--- config.mk ---
export PLATFORM = sky130hd
export DESIGN_NAME = step_sequencer
export DESIGN_NICKNAME = d
export VERILOG_FILES = /design/src/rtl/step_sequencer.sv
export SDC_FILE = /design/constraint.sdc
export NUM_CORES = 1
export LEC_CHECK = 0
export ABC_CLOCK_PERIOD_IN_PS = 2000
export BUFFER_PORTS_ARGS = -buffer_cell sky130_fd_sc_hd__buf_2
export CORE_MARGIN = 1
export CORE_UTILIZATION = 49
export DETAILED_ROUTE_END_ITERATION = 10
export GPL_TIMING_DRIVEN = 0
export PLACE_DENSITY = 0.79
export SLEW_MARGIN = 40
export SYNTH_ARGS = -nofsm -noshare
export SYNTH_HDL_FRONTEND = slang
export SYNTH_SLANG_ARGS = --single-unit
export TNS_END_PERCENT = 20
--- constraint.sdc ---
create_clock -name clk -period 2 [get_ports clk]
set_clock_uncertainty 0.2 [all_clocks]
set_input_delay 0.4 -clock clk [delete_from_list [all_inputs] [get_ports clk]]
set_output_delay 0.4 -clock clk [all_outputs]
set_load 0.1 [all_outputs]
--- src/rtl/step_sequencer.sv ---
// step_sequencer: clears a small FSM datapath, then steps it a programmed
// number of times. One sample of the datapath output y is taken on every step,
// and the samples are packed into a pattern word. Status is reported through a
// start/busy/done handshake.
//
// Every output is either a register or a decode of the state register, so no
// input reaches an output combinationally. Because of this, step_en is
// registered. hold and abort are sampled on the edge that opens a cycle, and
// step_en for that cycle reflects them. A datapath step takes place on every
// edge at which step_en is high, and y_in is sampled on that same edge.
module step_sequencer #(
   parameter int CNT_W = 8,
   parameter int PAT_W = 8
) (
   input  logic             clk,
   input  logic             reset,
   input  logic             start,
   input  logic [CNT_W-1:0] step_count,
   input  logic             hold,
   input  logic             abort,
   input  logic             y_in,
   output logic             dp_clear,
   output logic             step_en,
   output logic             busy,
   output logic             done,
   output logic [PAT_W-1:0] pattern,
   output logic             pattern_valid
);

   typedef enum logic [1:0] {
      IDLE  = 2'd0,
      CLEAR = 2'd1,
      RUN   = 2'd2,
      DONE  = 2'd3
   } state_t;

   localparam logic [CNT_W-1:0] CNT_ONE  = CNT_W'(1);
   localparam logic [CNT_W-1:0] CNT_ZERO = '0;

   state_t           state_reg;
   state_t           state_next;
   logic [CNT_W-1:0] remaining_reg;
   logic [PAT_W-1:0] pattern_reg;
   logic             pattern_valid_reg;
   logic             step_en_reg;

   logic             accept;
   logic             zero_run;
   logic             step_fire;
   logic             last_step;

   // Decode the events for this edge: an accepted start, and a datapath step
   // that actually counts (abort overrides it).
   always_comb begin
      accept    = 1'b0;
      zero_run  = 1'b0;
      step_fire = 1'b0;
      last_step = 1'b0;
      if (state_reg == IDLE && start) begin
         accept   = 1'b1;
         zero_run = (step_count == CNT_ZERO);
      end
      if (state_reg == RUN && step_en_reg && !abort) begin
         step_fire = 1'b1;
         last_step = (remaining_reg == CNT_ONE);
      end
   end

   // Next-state logic. abort wins over the final step and over hold.
   always_comb begin
      state_next = state_reg;
      case (state_reg)
         IDLE: begin
            if (accept) begin
               state_next = zero_run ? DONE : CLEAR;
            end
         end
         CLEAR: begin
            state_next = abort ? IDLE : RUN;
         end
         RUN: begin
            if (abort) begin
               state_next = IDLE;
            end else if (last_step) begin
               state_next = DONE;
            end
         end
         DONE: begin
            state_next = IDLE;
         end
         default: begin
            state_next = IDLE;
         end
      endcase
   end

   // State register.
   always_ff @(posedge clk or posedge reset) begin
      if (reset) begin
         state_reg <= IDLE;
      end else begin
         state_reg <= state_next;
      end
   end

   // Step enable for the coming cycle: active only while running and not held.
   always_ff @(posedge clk or posedge reset) begin
      if (reset) begin
         step_en_reg <= 1'b0;
      end else begin
         step_en_reg <= (state_next == RUN) && !hold;
      end
   end

   // Remaining-steps counter. It is latched on accept, and it counts down on each real step.
   always_ff @(posedge clk or posedge reset) begin
      if (reset) begin
         remaining_reg <= CNT_ZERO;
      end else if (accept) begin
         remaining_reg <= step_count;
      end else if (step_fire) begin
         remaining_reg <= remaining_reg - CNT_ONE;
      end
   end

   // Pattern shift register. The newest y sample enters at bit 0. An aborted run leaves its partial capture in place.
   always_ff @(posedge clk or posedge reset) begin
      if (reset) begin
         pattern_reg <= '0;
      end else if (accept) begin
         pattern_reg <= '0;
      end else if (step_fire) begin
         pattern_reg <= {pattern_reg[PAT_W-2:0], y_in};
      end
   end

   // Result-valid flag. It is set on entry to DONE, so it is already high alongside done. It is cleared by the next accepted start.
   always_ff @(posedge clk or posedge reset) begin
      if (reset) begin
         pattern_valid_reg <= 1'b0;
      end else if (state_next == DONE) begin
         pattern_valid_reg <= 1'b1;
      end else if (accept) begin
         pattern_valid_reg <= 1'b0;
      end
   end

   assign dp_clear      = (state_reg == CLEAR);
   assign busy          = (state_reg == CLEAR) || (state_reg == RUN);
   assign done          = (state_reg == DONE);
   assign step_en       = step_en_reg;
   assign pattern       = pattern_reg;
   assign pattern_valid = pattern_valid_reg;

endmodule

# Word level (Yosys, flattened, before mapping)
# Cells that the tools add are included.
[word_totals] out_inout_bits=13 ff_bits=20 in_bits=14 word_cells=39
[op_classes] mux=16 eq_ne=6 addsub=1 reduce_logical=11
[op_table] op="two-way mux 8 bit" n=4
[op_table] op="two-way mux 2 bit" n=5
[op_table] op="== test 2 bit (second input constant)" n=4
[op_table] op="== test 8 x 1 -> 1 bit (second input constant)" n=1
[op_table] op="logical NOT 8 bit" n=1
[op_table] op="one-hot mux 2 bit (4 select lines)" n=1
[op_table] op="subtractor 8 x 1 -> 8 bit (second input constant)" n=1
[op_table] op="two-way mux 1 bit" n=6
[op_table] op="logical AND 1 bit" n=4
[op_table] op="nonzero test 2 bit" n=2
[op_table] op="== test 2 x 1 -> 1 bit (second input constant)" n=1
[op_table] op="logical NOT 1 bit" n=2
[op_table] op="logical NOT 2 bit" n=1
[op_table] op="logical OR 1 bit" n=1

# Longest topological paths before layout
[depth] depth_word=9 mapped_depth=8 ltp_nobuf=6

# Worst setup path before layout
# Ideal clock, no wire load.
[synth_path] path_kind="reg-to-reg" startpoint="reg state_reg[1]" endpoint="reg step_en_reg (netlist: step_en)" t_required_ns=1.720 arrival_ns=1.932 synth_period_minus_slack_ns=2.212 slack_ns=-0.212 path_buffers=0 path_stages_with_launch=6 setup_ns=0.080 path_cell_list="dfrtp_1 > inv_1 > ha_1 > a221oi_1 > a22oi_2 > nor3b_2"
[synth_between] elab_cells_between_ends=17 cone_classes="eq/ne: 4; mux: 8; reduce/logical: 5"
[synth_lines] element="start: declaration" line_no="40" rtl="state_t state_reg;"
[synth_lines] element="start signal: assignment" line_no="102" rtl="state_reg <= state_next;"
[synth_lines] element="== test 2 x 1 -> 1 bit"
[synth_lines] element="net dp_clear" line_no="22" rtl="output logic dp_clear,"
[synth_lines] element="one-hot mux 2 bit (4 select lines)" line_no="72" rtl="case (state_reg)"
[synth_lines] element="net state_next[1]" line_no="41" rtl="state_t state_next;"
[synth_lines] element="== test 2 bit" line_no="111" rtl="step_en_reg <= (state_next == RUN) && !hold;"
[synth_lines] element="logical AND 1 bit" line_no="111"
[synth_lines] element="end signal: assignment" line_no="111"
[synth_lines] element="end: declaration" line_no="45" rtl="logic step_en_reg;"
# The timed path passes the listed nets, and every way through them passes these cells.
# A chain may end at the register's enable or synchronous reset.

# Worst setup path in the final report
[layout_path] startpoint="reg state_reg[1]" endpoint="out busy"
[layout_between] elab_chain_len=2 elab_cells_between_ends=3 cone_classes="eq/ne: 2; reduce/logical: 1"
[layout_rtl] element="== test 2 x 1 -> 1 bit or == test 2 bit (tied branches)" line_no="149" rtl="assign busy = (state_reg == CLEAR) || (state_reg == RUN);"
[layout_rtl] element="logical OR 1 bit (*)" line_no="149"
[layout_rtl] element="end: declaration" line_no="24" rtl="output logic busy,"
# Mark *: on every way between the ends. The rest lies on a longest branch, timed or not.

==> results.md <==
Clock network:
- In this run, CTS created clock tree buffers numbering 3.
- The insertion delay to the later sink of the worst-skew pair is 0.30 ns.
- The clock slew at the register clock pins of the worst setup and hold paths is 0.11 ns.
- TritonCTS built the clock tree.
- No sink is reached through more buffers than the 2 on the longest clock path.
- The library cell used as clock root buffer is clkbuf_4.
- In this run the number of H-tree levels came out at 1.
- For this design, the sink count on the clock tree is 20.
- After clock tree synthesis, the setup repair step added 0 buffers.

Setup path:
- The worst setup path is launched from a register.
- The number of cells on the worst reg-to-reg path is 8.
- The start-to-end type of the worst setup path is register to primary output.
- The arrival time reported for the critical path endpoint is 1.34 ns.
- The worst setup path is captured at a primary output.
- The largest fanout on the critical path is 5.
- The worst endpoint required time is 1.40 ns.

STA:
- The timing-limited maximum frequency is 516 MHz.
- The hold slack is 0.0418 ns.
- In this run the tightest slew margin relative to its limit is 0.534.
- Of the available clock period, the critical path in the final layout requires 0.970.
- Setup repair after global routing could not meet its margin everywhere.
- The slew at the pin closest to its max-slew limit is 0.695 ns.
- The final period demand of the worst path is 1.94 ns.
- The max-slew violation total from the final report is 0.
- Setup violations remaining at the end of the flow were counted as 0.
- The hold violation count in the final report is 0.

Job:
- Across the run, the number of max-cap violations was 0.

Finish:
- From synthesis to final layout, the design area changed by 23.3%.
- The net count of the finished layout is 171.
- At the end of the flow the core is filled with cells to 0.666.
- In the layout the commonest cells are nand2_1 (27), buf_2 (25), dfrtp_1 (19).
- The library cell used most frequently in the layout, excluding fill and tap cells, is nand2_1.
- After routing the design area is 0.00135 mm².
- The total inserted antenna cells is 0.
- The fraction of layout instances using a drive strength above 1 is 0.275.

Synthesis:
- The most used flip-flop cell after synthesis is dfrtp_1.
- The share of the Yosys chip area taken by registers is 0.458.
- Synthesis produced a netlist whose cell count is 119.
- After synthesis the cells add up to 0.00109 mm².
- Synthesis produced a netlist with a net count of 140.
- A synthesized cell averages 9.18 µm².
- For this run, asynchronously set or reset flops after synthesis account for 1.00.
- The synthesis-stage register bit count is 20.
- The Yosys warning count is 0.
- The post-synthesis cell type count is 31.
- The number of enable-type register cells in the synthesized netlist is 0.

Min path:
- The cell depth of the worst hold path is 2.
- The path class of the tightest hold or removal check is input pin to register.

Placed design:
- The congestion estimate from routability-driven global placement came to 0.839.
- The placement-stage cell area is 0.00126 mm².
- The number of buffers inserted by port buffering is 26.
- The detailed-placement wirelength estimate is 1590 µm.

GRT:
- In the global route stage, overall resource usage came out at 0.208.
- The final global-route overflow total is 0.
- The first global-routing pass estimated 3830 µm of wire.
- The number of antenna violations at the first check in global routing was 0.
- The number of global-route vias before repair is 872.
- The pin count of the biggest net entering global routing is 21.

Run status:
- The run finished with clean final reports.

Drt:
- The count of antenna-violating nets left after detailed routing is 0.
- The total iterations of the first detailed-routing run is 4.
- The number of DRC markers after the initial detailed-route iteration is 22.
- The overall via count from detail_route is 914.
- Using the TritonRoute via totals, the vias-per-cell ratio works out to 5.19.
- For this run, design rule violations remaining after detail routing come to 0.
- After detailed routing, the average wire length per cell comes to 12.3 µm.
- The final layout contains routed wiring with a total length of 2170 µm.

Die:
- The floorplan core area is 0.00202 mm².
- The floorplan step defined a die boundary enclosing 0.00242 mm².
- In this run the vertical extent of the chip is 49.2 µm.
- Measured along the x axis, the die boundary spans 49.2 µm.
- The floorplan has 16 rows.
- 27 I/O pins were placed.
- The initial cell density of the core is 0.540.

Power:
- The power density over the cells is 1540 mW/mm².
- The worst vdd rail ir drop is 0.895 mV.
- The final total power is 2.07 mW.
- For this design the static power due to leakage is 0.630 nW.
[Yosys cell counts, types with 2 or more instances]
| cell | count | area, µm² |
|---|---|---|
| o21ai_0 | 3 | 15.0 |
| nand2_1 | 27 | 101 |
| ha_1 | 7 | 87.6 |
| nor2_1 | 4 | 15.0 |
| nor4_1 | 2 | 12.5 |
| clkbuf_1 | 4 | 15.0 |
| nor3_1 | 2 | 10.0 |
| xnor2_1 | 2 | 17.5 |
| inv_1 | 6 | 22.5 |
| dfrtp_1 | 20 | 500 |
| nand3_1 | 4 | 20.0 |
| o21ai_1 | 5 | 25.0 |
| xor2_1 | 5 | 43.8 |
| buf_2 | 2 | 10.0 |
| a21oi_1 | 9 | 45.0 |
| and2_1 | 2 | 12.5 |
[worst max-delay path, stage by stage, from the launching register on]
cell and delay [ns]:
dfrtp_1 0.43, inv_1 0.10, ha_1 0.33, buf_12 0.18
[final cells by class]
class                           count  area [µm²]
Fill cell                         177         676
Multi-Input combinational cell     87         548
Sequential cell                    20         502
Timing Repair Buffer               27         161
Tap cell                           27        33.8
Clock inverter                      1        30.0
Buffer                              5        26.3
Clock buffer                        3        22.5
Inverter                            6        22.5
[cell families (layout without fill, tap and decap cells)]
kind of cell               count (synthesis)  in the layout  share of synthesized area
AOI/OAI and AO/OA                         23             23                      0.126
and+or+nand+nor                           50             50                      0.236
adders and majority gates                  7              7                     0.0802
DFF                                       20             20                      0.458
xor gates and xnor gates                   7              7                     0.0561
buffers and inverters                     12             42                     0.0435
[repair_timing]
action,4_1_cts,5_1_grt
hold buffers,0,1
resized for setup,5,7
pin swaps,0,0
hold endpoints to repair,0,20
setup endpoints to repair,6,10
[final timing paths]
kind / end / slack, ns / start
min in group asynchronous: pattern_valid / 0.46 / reset
setup reg to reg: remaining_reg[3] / 0.14 / state_reg[0]
max in group asynchronous: state_reg[0] / 0.78 / reset
hold / removal: step_en / 0.04 / hold
hold reg to reg: pattern_valid / 0.33 / pattern_valid
setup / recovery: busy / 0.06 / state_reg[1]
[where the power goes]
| group | switching, mW | total (mW) | internal [mW] |
|---|---|---|---|
| combinational | 0.720 | 1.08 | 0.358 |
| clock | 0.122 | 0.324 | 0.203 |
| sequential | 0.147 | 0.671 | 0.524 |
| total | 0.989 | 2.07 | 1.08 |
[through the flow]
stage / std cells / TNS, ns / setup WS [ns]
after CTS: 176 / 0 / 0.0132
after global routing: 176 / -0.00820 / -0.00820
after global placement: 172 / 0 / 0.0752
after floorplan: 119 / -0.0932 / -0.0804
after detailed placement: 172 / 0 / 0.00907
final: 176 / 0 / 0.0609
[metal layers]
| layer | vias up | track usage | share of wire |
|---|---|---|---|
| li1 | 458 | - | - |
| met1 | 428 | 0.281 | 0.48 |
| met2 | 24 | 0.331 | 0.47 |
| met3 | 4 | 0.0405 | 0.042 |
| met4 | 0 | 0.0735 | 0.011 |
| met5 | - | 0 | 0 |
No activity file was read; power rests on OpenSTA's default activity.
